==> src/rtl/tpgen_seq.sv <==
// tpgen_seq: parametrised timepulse sequencer.
// Turns CLOCK into a one-hot phase ring (PH) inside a one-hot timepulse ring
// (T); one trip around T is one memory cycle of NPULSE*DIV clocks. It also
// produces the RT/WT strobes, the end-of-cycle strobe T12SET, the GOJAM
// restart cycle and a completed-cycle counter MCYC.
// Optional feature: define TPGEN_MSTP_EN to enable the monitor stop /
// single-step HOLD state driven by MSTP and MSTRTP. Without it the sequencer
// only alternates between RUN and GOJ, and STOP is tied low.
module tpgen_seq #(
  parameter int NPULSE = 12,
  parameter int DIV    = 2,
  parameter int RT_PH  = 0,
  parameter int WT_PH  = 1,
  parameter int CW     = 16
) (
  input  logic              CLOCK,
  input  logic              RESET,
  input  logic              GOJ1,
  input  logic              MSTP,
  input  logic              MSTRTP,
  output logic [NPULSE-1:0] T,
  output logic [DIV-1:0]    PH,
  output logic              RT,
  output logic              WT,
  output logic              T12SET,
  output logic              GOJAM,
  output logic              STOP,
  output logic [CW-1:0]     MCYC
);

  typedef enum logic [1:0] {
    S_RUN  = 2'd0,
    S_GOJ  = 2'd1,
    S_HOLD = 2'd2
  } state_t;

  localparam logic [NPULSE-1:0] T_FIRST  = NPULSE'(1);
  localparam logic [DIV-1:0]    PH_FIRST = DIV'(1);

  state_t            state_q, state_d;
  logic [NPULSE-1:0] t_q, t_d;
  logic [DIV-1:0]    ph_q, ph_d;
  logic [CW-1:0]     mcyc_q, mcyc_d;
  logic              pend_q, pend_d;

  logic              stop_w;
  logic              last_clock;
  logic              goj_req;

`ifdef TPGEN_MSTP_EN
  logic              strt_q, strt_d;
  logic              strt_prev_q, strt_prev_d;
  logic              strt_edge;

  // MSTRTP is registered twice so the single-step release reacts to a clean,
  // registered rising edge rather than to the raw input level.
  always_comb begin
    strt_d      = MSTRTP;
    strt_prev_d = strt_q;
    strt_edge   = strt_q & ~strt_prev_q;
  end

  assign stop_w = (state_q == S_HOLD);
`else
  logic              unused_mon;

  assign unused_mon = MSTP ^ MSTRTP;
  assign stop_w     = 1'b0;
`endif

  // The last clock of a memory cycle is the top timepulse in its top phase;
  // a restart request is either already pending or arriving this very clock.
  assign last_clock = t_q[NPULSE-1] & ph_q[DIV-1];
  assign goj_req    = pend_q | GOJ1;

  // Next-state logic: advance the rings while running, decide the next cycle
  // type at the cycle boundary, and handle the frozen HOLD state.
  always_comb begin
    state_d = state_q;
    t_d     = t_q;
    ph_d    = ph_q;
    mcyc_d  = mcyc_q;
    pend_d  = goj_req;

    case (state_q)
      S_RUN, S_GOJ: begin
        if (ph_q[DIV-1]) begin
          ph_d = PH_FIRST;
          if (t_q[NPULSE-1]) begin
            t_d    = T_FIRST;
            mcyc_d = mcyc_q + CW'(1);
          end else begin
            t_d = {t_q[NPULSE-2:0], t_q[NPULSE-1]};
          end
        end else begin
          ph_d = {ph_q[DIV-2:0], ph_q[DIV-1]};
        end

        if (last_clock) begin
          pend_d = 1'b0;
          if (goj_req) begin
            state_d = S_GOJ;
`ifdef TPGEN_MSTP_EN
          end else if (MSTP) begin
            state_d = S_HOLD;
`endif
          end else begin
            state_d = S_RUN;
          end
        end
      end

`ifdef TPGEN_MSTP_EN
      S_HOLD: begin
        pend_d = 1'b0;
        if (GOJ1) begin
          state_d = S_GOJ;
        end else if (strt_edge || !MSTP) begin
          state_d = S_RUN;
        end
      end
`endif

      default: begin
        state_d = S_GOJ;
        t_d     = T_FIRST;
        ph_d    = PH_FIRST;
        pend_d  = 1'b0;
      end
    endcase
  end

  // State register with synchronous reset into a restart cycle at T01/PH0.
  always_ff @(posedge CLOCK) begin
    if (RESET) begin
      state_q <= S_GOJ;
      t_q     <= T_FIRST;
      ph_q    <= PH_FIRST;
      mcyc_q  <= '0;
      pend_q  <= 1'b0;
    end else begin
      state_q <= state_d;
      t_q     <= t_d;
      ph_q    <= ph_d;
      mcyc_q  <= mcyc_d;
      pend_q  <= pend_d;
    end
  end

`ifdef TPGEN_MSTP_EN
  // MSTRTP edge-detect history, cleared by reset so a held-high MSTRTP does
  // not look like a fresh edge afterwards.
  always_ff @(posedge CLOCK) begin
    if (RESET) begin
      strt_q      <= 1'b0;
      strt_prev_q <= 1'b0;
    end else begin
      strt_q      <= strt_d;
      strt_prev_q <= strt_prev_d;
    end
  end
`endif

  // Outputs are the registered rings or single-level decodes of them; the
  // strobes are masked while frozen in HOLD.
  always_comb begin
    T      = t_q;
    PH     = ph_q;
    MCYC   = mcyc_q;
    STOP   = stop_w;
    GOJAM  = (state_q == S_GOJ);
    RT     = ph_q[RT_PH] & ~stop_w;
    WT     = ph_q[WT_PH] & ~stop_w;
    T12SET = last_clock & ~stop_w;
  end

endmodule

==> config.mk <==
export PLATFORM = sky130hd
export DESIGN_NAME = tpgen_seq
export DESIGN_NICKNAME = d
export VERILOG_FILES = /design/src/rtl/tpgen_seq.sv
export SDC_FILE = /design/constraint.sdc
export NUM_CORES = 1
export LEC_CHECK = 0
export BUFFER_PORTS_ARGS = -buffer_cell sky130_fd_sc_hd__buf_2
export CAP_MARGIN = 10
export CORE_UTILIZATION = 49
export CTS_CLUSTER_SIZE = 12
export DETAILED_ROUTE_END_ITERATION = 8
export GPL_ROUTABILITY_DRIVEN = 0
export PLACE_DENSITY_LB_ADDON = 0.05
export SETUP_SLACK_MARGIN = 0.15
export SLEW_MARGIN = 30
export SYNTH_ARGS = -nofsm -noshare
export SYNTH_HDL_FRONTEND = slang
export SYNTH_SLANG_ARGS = --single-unit
==> constraint.sdc <==
create_clock -name CLOCK -period 2.35 [get_ports CLOCK]
set_clock_uncertainty 0.1 [all_clocks]
set_input_delay 0.235 -clock CLOCK [delete_from_list [all_inputs] [get_ports CLOCK]]
set_output_delay 0.235 -clock CLOCK [all_outputs]
set_load 0.02 [all_outputs]
==> impl_metrics.tcl <==
set metrics [dict create \
    post_drt_wl_per_cell_um 11.4 \
    place_hpwl_um 1700 \
    cp.required_ns 2.50 \
    grt_usage 0.198 \
    path_max_fanout 7 \
    timing.final.hold_violations 0 \
    final_common_cell "buf_2" \
    die-width_um 53.6 \
    synth_mux_area_frac 0 \
    syn_nets 157 \
    min_path_type "in -> reg" \
    maxSlewViolCount 0 \
    wirelength_um 2480 \
    yosys.area.top_type "dfxtp_1" \
    grt_antenna_before_repair 0 \
    synth_cells 151 \
    root_buffer "clkbuf_4" \
    vias 1121 \
    start_kind "flip-flop" \
    pre_cts_slack_ns 0.462 \
    multi_input_area_um2 594 \
    cts_resized 0 \
    grt_pass1_vias 905 \
    initial_core_util 0.522 \
    outcome "complete, no violations" \
    filler_cell_count 229 \
    drtIter0Drc 17 \
    setup_viol_count_final 0 \
    post-route-min-period_ns 1.90 \
    powerDensity_nw_per_um2 601 \
    grt_max_degree 32 \
    ys_seq_area_frac 0.491 \
    syn_to_final_growth_pct 18.2 \
    routed.top_layer "met4" \
    dpl-instance-area_um2 1480 \
    fin_area_um2 1540 \
    detail-route-antenna-nets 0 \
    synth_top_family_by_area "simple AND/OR/NAND/NOR gates" \
    die_h_um 53.6 \
    synth.avg_cell_area_um2 8.63 \
    clkSinkCount 32 \
    synth-warning-count 0 \
    grt_overflow 0 \
    most-common-layout-cells "buf_2, dfxtp_1, nor2_1, a21oi_1, nor2b_1" \
    worstSetupPathType "reg -> reg" \
    wl_met3_um 140 \
    syn_area_um2 1300 \
    htreeDepth 2 \
    clk_pin_slew_ns 0.09 \
    numCtsBuffers 5 \
    cp.arrival_ns 2.05 \
    core_area_um2 2500 \
    clkLatencyLatePin_ns 0.32 \
    ir_drop_uv 364 \
    drive_above_1_share 0.251 \
    diodes 0 \
    postLayoutSetupSlackWorst_ns 0.451 \
    clock_path_buffers 2 \
    dieArea_um2 2870 \
    num_rows 18 \
    netlist.area_leader.share 0.491 \
    fmaxAchievable_mhz 527 \
    fin_util 0.617 \
    max_cap_viol_count 0 \
    drc 0 \
    synth_compound_area_frac 0.101 \
    synth-adder-area-share 0.00960 \
    slew_headroom 0.567 \
    worst_pin_slew_ns 0.649 \
    synth_xor_area_frac 0.0672 \
    ys_types 30 \
    p_leak_nw 0.688 \
    synthSimpleGateAreaFrac 0.275 \
    wl_met2_um 1070 \
    route.layer.met1.wl_um 1220 \
    rsz0062_at_grt "false" \
    ioPinCount 40 \
    post_cts_buffers 0 \
    synth.area.top_cells "dfxtp_1, nor2_1, a21oi_1, nor2b_1, xor2_1" \
    finalCritPeriodShare 0.808 \
    vias_per_cell 5.17 \
    cts_tree "yes" \
    ff_latch_area_um2 641 \
    endpoint_kind "flip-flop" \
    final_nets 192 \
    grt_pass1_wl_um 4020 \
    timing.setup.tns_ns 0 \
    port-buffer-count 36 \
    cts_hold_buf 0 \
    drtPass1Iterations 4 \
    ys_ff_latch 32 \
]
[per-layer routing]
layer  global-route usage  vias to the layer above
met5                    0                        -
met4                0.105                        0
met3               0.0621                        7
met2                0.258                       36
met1                0.286                      503
li1                     -                      575
[cell type report]
| type | count | area share |
|---|---|---|
| flip-flops and latches | 32 | 0.416 |
| multi-input cells | 104 | 0.386 |
| repair buffers | 37 | 0.122 |
| clock buffers | 8 | 0.0381 |
| well taps | 30 | 0.0244 |
| inverters | 6 | 0.0146 |
[flip-flops by register name (all words and copies together), names as in the netlist]
name and flops:
MCYC 16, pend_q 1, state_q 1, PH 2, T 12
[through the flow]
stage	total power [mW]	std cells	hold slack, ns
final	0.926	217	0.112
after global routing	0.968	217	0.111
after CTS	0.941	217	0.116
after detailed placement	0.619	209	0.333
after global placement	0.618	209	0.322
after floorplan	0.609	151	0.253
[worst max-delay path, cell delays in order, from the launching register on]
cell and delay, ns:
dfxtp_1 0.47, nand4_2 0.17, or4_4 0.54, or4_1 0.41, a21oi_1 0.15
[synth_stat cells (all sizes together)]
cell    number
a211o        1
a21oi       17
and4         3
buf          4
clkbuf       5
conb         1
dfxtp       32
ha           1
inv          6
nand2       10
nand2b       1
nand3        3
nand3b       1
nand4        4
nor2        24
nor2b       11
nor3         2
nor4         1
o21ai        3
o31ai        3
or2          2
or3          2
or4          4
xnor2        4
xor2         6
[worst paths after layout]
path	start	to	slack (ns)	depth (start not counted)
worst max-delay path	MCYC[3]	MCYC[15]	0.45	4
worst min-delay path	GOJ1	pend_q	0.11	3
worst max register to register	MCYC[3]	MCYC[15]	0.45	4
worst min register to register	PH[0]	PH[1]	0.34	2
[power breakdown]
group          switching (mW)  internal (mW)  leakage (nW)
registers             0.00438          0.550         0.259
clock network           0.173          0.148        0.0326
logic                  0.0378         0.0145         0.397
total                   0.215          0.712         0.688
[cells by family (layout without fill, tap and decap cells)]
family / after synthesis / after routing
fa+ha+maj: 1 / 1
buf+inv: 15 / 51
compound gates: 24 / 24
xor+xnor: 10 / 10
flops: 32 / 32
simple gates: 68 / 68
other cells: 1 / 1
Note: power is estimated with default switching activity, not from simulation.
